`src/rtl/elevator_scheduler.sv`:
```
// SCAN elevator scheduler: latches floor calls, keeps travel direction while work lies
// ahead, steps the floor counter once per FLOOR_TICKS and holds the door at served floors.
module elevator_scheduler #(
  parameter int NUM_FLOORS  = 10,
  parameter int FLOOR_TICKS = 4,
  parameter int DOOR_CYCLES = 3
) (
  input  logic                  clk,
  input  logic                  reset,
  input  logic [NUM_FLOORS-1:0] call_req,
  input  logic [3:0]            count,
  output logic                  ct_en,
  output logic                  ct_up_down,
  output logic                  door_open,
  output logic [NUM_FLOORS-1:0] pending
);

  localparam int TW = (FLOOR_TICKS > 1) ? $clog2(FLOOR_TICKS) : 1;
  localparam int DW = (DOOR_CYCLES > 1) ? $clog2(DOOR_CYCLES) : 1;
  localparam logic [TW-1:0] TICK_LAST = TW'(FLOOR_TICKS - 1);
  localparam logic [TW-1:0] TICK_PRE  = TW'((FLOOR_TICKS > 1) ? FLOOR_TICKS - 2 : 0);
  localparam logic [TW-1:0] TICK_ONE  = TW'(1);
  localparam logic [DW-1:0] DOOR_LAST = DW'(DOOR_CYCLES - 1);
  localparam logic [DW-1:0] DOOR_ONE  = DW'(1);
  localparam logic PULSE_ON_ENTRY = (FLOOR_TICKS == 1) ? 1'b1 : 1'b0;

  typedef enum logic [1:0] {
    S_IDLE = 2'd0,
    S_MOVE = 2'd1,
    S_DOOR = 2'd2
  } state_t;

  state_t                  state_q;
  logic                    dir_q;
  logic [NUM_FLOORS-1:0]   pending_q;
  logic [NUM_FLOORS-1:0]   pending_d;
  logic [TW-1:0]           tick_q;
  logic [DW-1:0]           door_q;
  logic                    ct_en_q;
  logic                    door_open_q;
  logic [3:0]              count_d;
  logic                    here_now_s;
  logic                    press_here_s;
  logic                    ahead_now_s;
  logic                    here_nxt_s;
  logic                    step_keep_s;
  logic                    step_flip_s;

  // One-hot of the given floor; floors at or beyond NUM_FLOORS map to no bit.
  function automatic logic [NUM_FLOORS-1:0] floor_mask(input logic [3:0] floor);
    logic [NUM_FLOORS-1:0] m;
    for (int i = 0; i < NUM_FLOORS; i++) begin
      m[i] = (int'(floor) == i);
    end
    return m;
  endfunction

  // Any request strictly beyond the floor in the given direction (1 = up).
  function automatic logic any_ahead(input logic [NUM_FLOORS-1:0] req,
                                     input logic [3:0]            floor,
                                     input logic                  up);
    logic hit;
    hit = 1'b0;
    for (int i = 0; i < NUM_FLOORS; i++) begin
      hit = hit | (req[i] & (up ? (i > int'(floor)) : (i < int'(floor))));
    end
    return hit;
  endfunction

  // Request latch next value and the floor/request view of this and the next cycle.
  always_comb begin
    pending_d    = (pending_q | call_req) &
                   ~((state_q == S_DOOR) ? floor_mask(count) : {NUM_FLOORS{1'b0}});
    count_d      = ct_en_q ? (dir_q ? count + 4'd1 : count - 4'd1) : count;
    here_now_s   = |(pending_q & floor_mask(count));
    press_here_s = |(call_req & floor_mask(count));
    ahead_now_s  = any_ahead(pending_q, count, dir_q);
    // ct_en is a register, so a step is decided one cycle early against next-cycle state.
    here_nxt_s   = |(pending_d & floor_mask(count_d));
    step_keep_s  = !here_nxt_s && any_ahead(pending_d, count_d, dir_q);
    step_flip_s  = !here_nxt_s && any_ahead(pending_d, count_d, ~dir_q);
  end

  // Scheduler FSM with registered step, direction and door outputs.
  always_ff @(posedge clk or negedge reset) begin
    if (!reset) begin
      state_q     <= S_IDLE;
      dir_q       <= 1'b1;
      pending_q   <= {NUM_FLOORS{1'b0}};
      tick_q      <= {TW{1'b0}};
      door_q      <= {DW{1'b0}};
      ct_en_q     <= 1'b0;
      door_open_q <= 1'b0;
    end else begin
      pending_q <= pending_d;
      case (state_q)
        S_IDLE: begin
          tick_q <= {TW{1'b0}};
          door_q <= {DW{1'b0}};
          if (here_now_s) begin
            state_q     <= S_DOOR;
            ct_en_q     <= 1'b0;
            door_open_q <= 1'b1;
          end else if (ahead_now_s) begin
            state_q     <= S_MOVE;
            ct_en_q     <= PULSE_ON_ENTRY & step_keep_s;
            door_open_q <= 1'b0;
          end else if (|pending_q) begin
            state_q     <= S_MOVE;
            dir_q       <= ~dir_q;
            ct_en_q     <= PULSE_ON_ENTRY & step_flip_s;
            door_open_q <= 1'b0;
          end else begin
            state_q     <= S_IDLE;
            ct_en_q     <= 1'b0;
            door_open_q <= 1'b0;
          end
        end
        S_MOVE: begin
          door_q <= {DW{1'b0}};
          if (here_now_s) begin
            state_q     <= S_DOOR;
            tick_q      <= {TW{1'b0}};
            ct_en_q     <= 1'b0;
            door_open_q <= 1'b1;
          end else if (tick_q == TICK_LAST) begin
            tick_q      <= {TW{1'b0}};
            door_open_q <= 1'b0;
            if (ct_en_q) begin
              state_q <= S_MOVE;
              ct_en_q <= PULSE_ON_ENTRY & step_keep_s;
            end else begin
              state_q <= S_IDLE;
              ct_en_q <= 1'b0;
            end
          end else begin
            state_q     <= S_MOVE;
            tick_q      <= tick_q + TICK_ONE;
            ct_en_q     <= (tick_q == TICK_PRE) & step_keep_s;
            door_open_q <= 1'b0;
          end
        end
        S_DOOR: begin
          tick_q  <= {TW{1'b0}};
          ct_en_q <= 1'b0;
          if (press_here_s) begin
            state_q     <= S_DOOR;
            door_q      <= {DW{1'b0}};
            door_open_q <= 1'b1;
          end else if (door_q == DOOR_LAST) begin
            state_q     <= S_IDLE;
            door_q      <= {DW{1'b0}};
            door_open_q <= 1'b0;
          end else begin
            state_q     <= S_DOOR;
            door_q      <= door_q + DOOR_ONE;
            door_open_q <= 1'b1;
          end
        end
        default: begin
          state_q     <= S_IDLE;
          tick_q      <= {TW{1'b0}};
          door_q      <= {DW{1'b0}};
          ct_en_q     <= 1'b0;
          door_open_q <= 1'b0;
        end
      endcase
    end
  end

  assign ct_en      = ct_en_q;
  assign ct_up_down = dir_q;
  assign door_open  = door_open_q;
  assign pending    = pending_q;

endmodule
```
`config.mk`:
```
export PLATFORM = sky130hd
export DESIGN_NAME = elevator_scheduler
export DESIGN_NICKNAME = d
export VERILOG_FILES = /design/src/rtl/elevator_scheduler.sv
export SDC_FILE = /design/constraint.sdc
export NUM_CORES = 1
export LEC_CHECK = 0
export CAP_MARGIN = 20
export CORE_MARGIN = 1.5
export CORE_UTILIZATION = 40
export DETAILED_ROUTE_END_ITERATION = 12
export SYNTH_ARGS = -nofsm -noshare
export SYNTH_HDL_FRONTEND = slang
export SYNTH_SLANG_ARGS = --single-unit
export TNS_END_PERCENT = 20
```
`constraint.sdc`:
```
create_clock -name clk -period 3.8 [get_ports clk]
set_input_delay 0.57 -clock clk [delete_from_list [all_inputs] [get_ports clk]]
set_output_delay 0.57 -clock clk [all_outputs]
set_load 0.02 [all_outputs]
```
* After elaboration in Yosys (flattened, before gate mapping)
Cells that the tools add are included.
Word-level totals: word-level logic and storage cells 176, bits of input ports 16, output and inout port bits 13, flip-flop bits (word level) 19
Operators by class: order comparisons 38, equality and inequality tests 23, mux-type cells 45, add/sub/neg operators 4, bitwise logic cells 48, reduce and logical (&&, ||, !) cells 11
Operators by type and width (number):
- 4-bit equality test (second input constant) | 12
- 10-bit AND | 4
- 10-bit OR reduction | 4
- 3-bit by 4-bit greater-than comparator with 1-bit output (first input constant) | 8
- 3-bit by 4-bit < comparator with 1-bit output (first input constant) | 8
- 1-bit 2-to-1 mux | 29
- 2-bit 2-to-1 mux | 11
- 1-bit AND | 21
- 1-bit bitwise OR | 18
- 4-bit by 3-bit equality test with 1-bit output (second input constant) | 4
- 2-bit by 4-bit greater-than comparator with 1-bit output (first input constant) | 4
- 4-bit greater-than comparator (first input constant) | 4
- 1-bit by 4-bit < comparator with 1-bit output (first input constant) | 4
- 2-bit by 4-bit < comparator with 1-bit output (first input constant) | 4
- 4-bit < comparator (first input constant) | 4
- 10-bit 2-to-1 mux | 1
- 10-bit NOT | 1
- 10-bit bitwise OR | 1
- 2-bit equality test (second input constant) | 4
- 4-bit by 2-bit equality test with 1-bit output (second input constant) | 2
- 1-bit by 4-bit greater-than comparator with 1-bit output (first input constant) | 2
- 4-bit zero test | 2
- 4-bit 2-to-1 mux | 2
- 2-bit case mux with 3 select lines | 1
- 11 further kinds | 14

* Depth between registers and ports, before layout
depth in word-level cells 20, mapped depth 12, gate-level depth less buffers 9

* Worst setup path before layout
Ideal clock, no wire load.
path kind input-to-reg, start point input port count[1], end point register ct_en_q, in the netlist ct_en, library setup time 0.087 ns, slack 0.950 ns, stages on the path 10, arrival 2.763 ns, cell sequence clkbuf_1 > inv_1 > ha_1 > xnor2_1 > mux2i_1 > mux2_2 > a221oi_1 > o22a_1 > nor2_1 > a211oi_2
On the way: longest elaborated chain between the ends 20, elaborated cells on any way between the ends 85
Ends and longest elaborated chain:
- from (decl) | RTL line 11 | input logic [3:0] count,
- 4-bit by 1-bit subtractor with 4-bit output / 4-bit by 1-bit adder with 4-bit output (equally long branches) | RTL line 74 | count_d = ct_en_q ? (dir_q ? count + 4'd1 : count - 4'd1) : count;
- 4-bit 2-to-1 mux (2 in series) | RTL line 74
- 1-bit by 4-bit < comparator with 1-bit output / 1-bit by 4-bit greater-than comparator with 1-bit output (equally long branches)
- 1-bit 2-to-1 mux | RTL line 65 | hit = hit | (req[i] & (up ? (i > int'(floor)) : (i < int'(floor))));
- 1-bit AND | RTL line 65
- 1-bit bitwise OR (9 in series) | RTL line 65
- 1-bit logical AND | RTL line 80 | step_keep_s = !here_nxt_s && any_ahead(pending_d, count_d, dir_q);
- 1-bit AND | RTL line 139 | ct_en_q <= (tick_q == TICK_PRE) & step_keep_s;
- 1-bit 2-to-1 mux | RTL line 126 | end else if (tick_q == TICK_LAST) begin
- 1-bit 2-to-1 mux (*) | RTL line 121 | if (here_now_s) begin
- 1-bit 2-to-1 mux (*)
- to (signal assigned) | RTL line 111 | ct_en_q <= PULSE_ON_ENTRY & step_flip_s;
- to (signal assigned) | RTL line 131 | ct_en_q <= PULSE_ON_ENTRY & step_keep_s;
- to (signal assigned) | RTL line 139
- to (decl) | RTL line 39 | logic ct_en_q;
Every way passes the cells marked *; elsewhere a longest branch is shown, timed or not. A chain may end at the register's enable or synchronous reset.

* Final worst setup path
start point input port count[0], end point register ct_en_q, in the netlist ct_en
The elaborated chain is that of the path after synthesis.

==> key figures <==
Logic synthesis
  – Top_reg_cell synth: dfrtp_1
  – Syn. warnings: 0
  – Asr flop ratio synth: 1.00
  – Post-Syn Nets: 244
  – Post-synthesis cell area: 0.00179 mm^2
  – Synth area leaders: dfrtp_1 25%, a21oi_1 5.0%, o21ai_0 5.0%
  – Largest area contributor in the netlist: dfrtp_1
  – Mean post-synth cell area: 8.06 um^2
  – Top cell type's share of synthesized area: 0.252
  – Post-synth EDFFs: 0
  – Mapped Cells: 222
  – Flops & latches, synth: 19
  – Synth unique cells: 59
  – Sequential element share of the synthesized area: 0.266

Global routing
  – Pin count of the biggest net entering global routing: 27
  – Total gr overflow: 0
  – Global-route wire length before repair: 9100 um
  – Vias in the first global route: 1,710
  – Gr usage total: 0.232
  – Initial antenna violation count: 0

Critical path
  – Worst r2r src: ct_up_down$_DFFE_PN1P_
  – Setup crit start: count[0]
  – Worst setup SP type: input pin
  – Max incr delay on CP: 0.55 ns
  – Cell Chain, Critical Path: clkdlybuf4s50_1 -> ha_1 -> mux2i_1 -> or3_1 -> and2_4 -> o31ai_2 -> a21oi_1 -> a2111oi_4 -> a211oi_2
  – Slowest-stage cell, CP: clkdlybuf4s50_1
  – CP endpoint kind: flip-flop
  – Critical-path maximum fanout: 11
  – R2R setup slack: 1.17 ns
  – Setup CP Type: input pin to flip-flop
  – Data required time of the worst path: 3.93 ns
  – CP arrival: 3.23 ns

Floorplan
  – Die Wd: 69.9 um
  – Number of I/O pins: 29
  – Row Count: 24
  – Die area: 0.00488 mm^2
  – Core ar.: 0.00432 mm^2
  – Die height: 69.9 um
  – Initial Util: 0.414

Drt
  – Drt drc: 0
  – Routed vias/inst: 6.20
  – Drt wl/cell: 18.3 um
  – Routed Antenna Nets: 0
  – Via count: 1,866
  – TritonRoute pass-1 iters: 4
  – DR iter-0 viols: 168
  – Total Wirelength: 5500 um

Timing
  – Hold Fails Final Rpt: 0
  – Rel. slew slack: 0.372
  – Fin crit share: 0.817
  – Final Slew Violations: 0
  – RSZ-0062 raised after global routing: no
  – Setup tns final: 0 ns
  – Hold Slack: 0.487 ns
  – Maximum clock frequency: 0.322 GHz
  – Final Critical Period: 3.10 ns
  – Layout Skew: 0.00422 ns
  – Final setup vio count: 0
  – Worst-margin pin slew: 0.939 ns

Finish
  – Design area: 0.00218 mm^2
  – Share of cells above drive strength 1: 0.124
  – Util after Layout: 0.505
  – Nets: 272
  – Area growth, synth to finish: 22.0%
  – # diodes: 0

Flow run
  – Max Cap Viol: 0

Clock network
  – CTS tree: done
  – Clock buffer depth: 2
  – Root buf cell: clkbuf_8
  – Postcts setup bufs: 0
  – Resize count post-CTS: 0
  – CTS Sinks: 19
  – TritonCTS Buffers: 3
  – Cts-stage hold buffer count: 0
  – Skew-Pair Late Insertion Delay: 0.26 ns
  – H-Tree Depth: 1
  – Clock transition at path regs: 0.07 ns

Worst hold path
  – Hold Startpoint: tick_q[0]$_DFF_PN0_
  – Worst hold path type: flip-flop to flip-flop

Pwr
  – Worst IR Drop VDD: 0.000135 V
  – Power Dens Cells: 311 mW/mm^2
  – Leak Pwr: 0.801 nW

Status
  – Status: finished clean

Placement
  – Routability Congestion: 0.972
  – Placed inst area: 0.00214 mm^2
  – Dpl hpwl: 4230 um
  – Number of I/O port buffers: 28
==> stage by stage <==
step / cells / worst slack, ns / total power, mW
2_1_floorplan: 222 / 0.950 / 0.422
3_3_place_gp: 297 / 0.483 / 0.536
3_5_place_dp: 297 / 0.461 / 0.536
4_1_cts: 301 / 0.724 / 0.681
5_1_grt: 301 / 0.509 / 0.719
6_report: 301 / 0.696 / 0.679
==> kinds of logic after synthesis <==
kind of cell,count (synthesis),share of synthesized area
compound gates,86,0.338
flops,19,0.266
mux,6,0.0357
buf+inv,28,0.0706
fa+ha+maj,6,0.0420
xor+xnor,5,0.0287
simple gates,72,0.218
==> power by group <==
part           switching (mW)  total [mW]  internal (mW)
combinational           0.140       0.258          0.118
sequential             0.0434       0.278          0.234
clock                  0.0707       0.144         0.0729
==> sequential cells by signal (all words and copies together) (netlist names) <==
name	count
state_q	2
pending	10
door_open	1
ct_up_down	1
ct_en	1
tick_q	2
door_q	2
==> layer usage <==
| metal | wire [um] | vias up | global-route usage |
|---|---|---|---|
| met1 | 2560 | 907 | 0.332 |
| met2 | 2590 | 54 | 0.365 |
| met5 | 0 | - | 0 |
| li1 | - | 896 | - |
| met3 | 272 | 9 | 0.0245 |
| met4 | 80 | 0 | 0.0769 |
==> placed cells by master, fill, tap and decap left out, types with 8 or more instances in the layout <==
cell type        instances
o21ai_0                 18
nor2_1                  20
nand2_1                 13
inv_1                   11
a22oi_1                  8
a21oi_1                 18
clkdlybuf4s50_1         28
nand3_1                  9
buf_4                   11
dfrtp_1                 18
==> path summary, 6_finish.rpt <==
| path | cells after the start | endpoint |
|---|---|---|
| worst max register to register | 7 | ct_en$_DFF_PN0_ |
| min in group asynchronous | 1 | pending[3]$_DFF_PN0_ |
| worst min-delay path | 1 | tick_q[0]$_DFF_PN0_ |
| max in group asynchronous | 1 | door_q[1]$_DFF_PN0_ |
| worst max-delay path | 9 | ct_en$_DFF_PN0_ |
| worst min register to register | 1 | tick_q[0]$_DFF_PN0_ |
==> area by class of cell <==
type                    instances  area (um^2)
clock buffers                   3         41.3
clock inverters                 1         5.00
fillers                       440         2140
inverters                      12         45.0
multi-input cells             175         1190
flip-flops and latches         19          477
well taps                      52         65.1
repair buffers                 39          363
==> worst max-delay path, delay by kind of cell <==
family | cells | cell delay [ns]
adders and majority gates | 1 | 0.45
muxes | 1 | 0.22
AOI/OAI and AO/OA | 4 | 0.76
buffers and inverters | 1 | 0.55
and+or+nand+nor | 2 | 0.68
==> synthesized netlist by cell type (3+ instances only) <==
library cell and count:
a211oi_1 4, a21o_1 3, a21oi_1 18, a221oi_1 4
a22oi_1 8, a31oi_1 3, buf_2 5, clkbuf_1 8
dfrtp_1 18, ha_1 6, inv_1 11, mux2_2 3
mux2i_1 3, nand2_1 13, nand3_1 9, nand4_1 3
nor2_1 20, nor2b_1 3, nor3_1 4, o21ai_0 18
o31ai_1 6
Power figures use the tool's default switching activity.
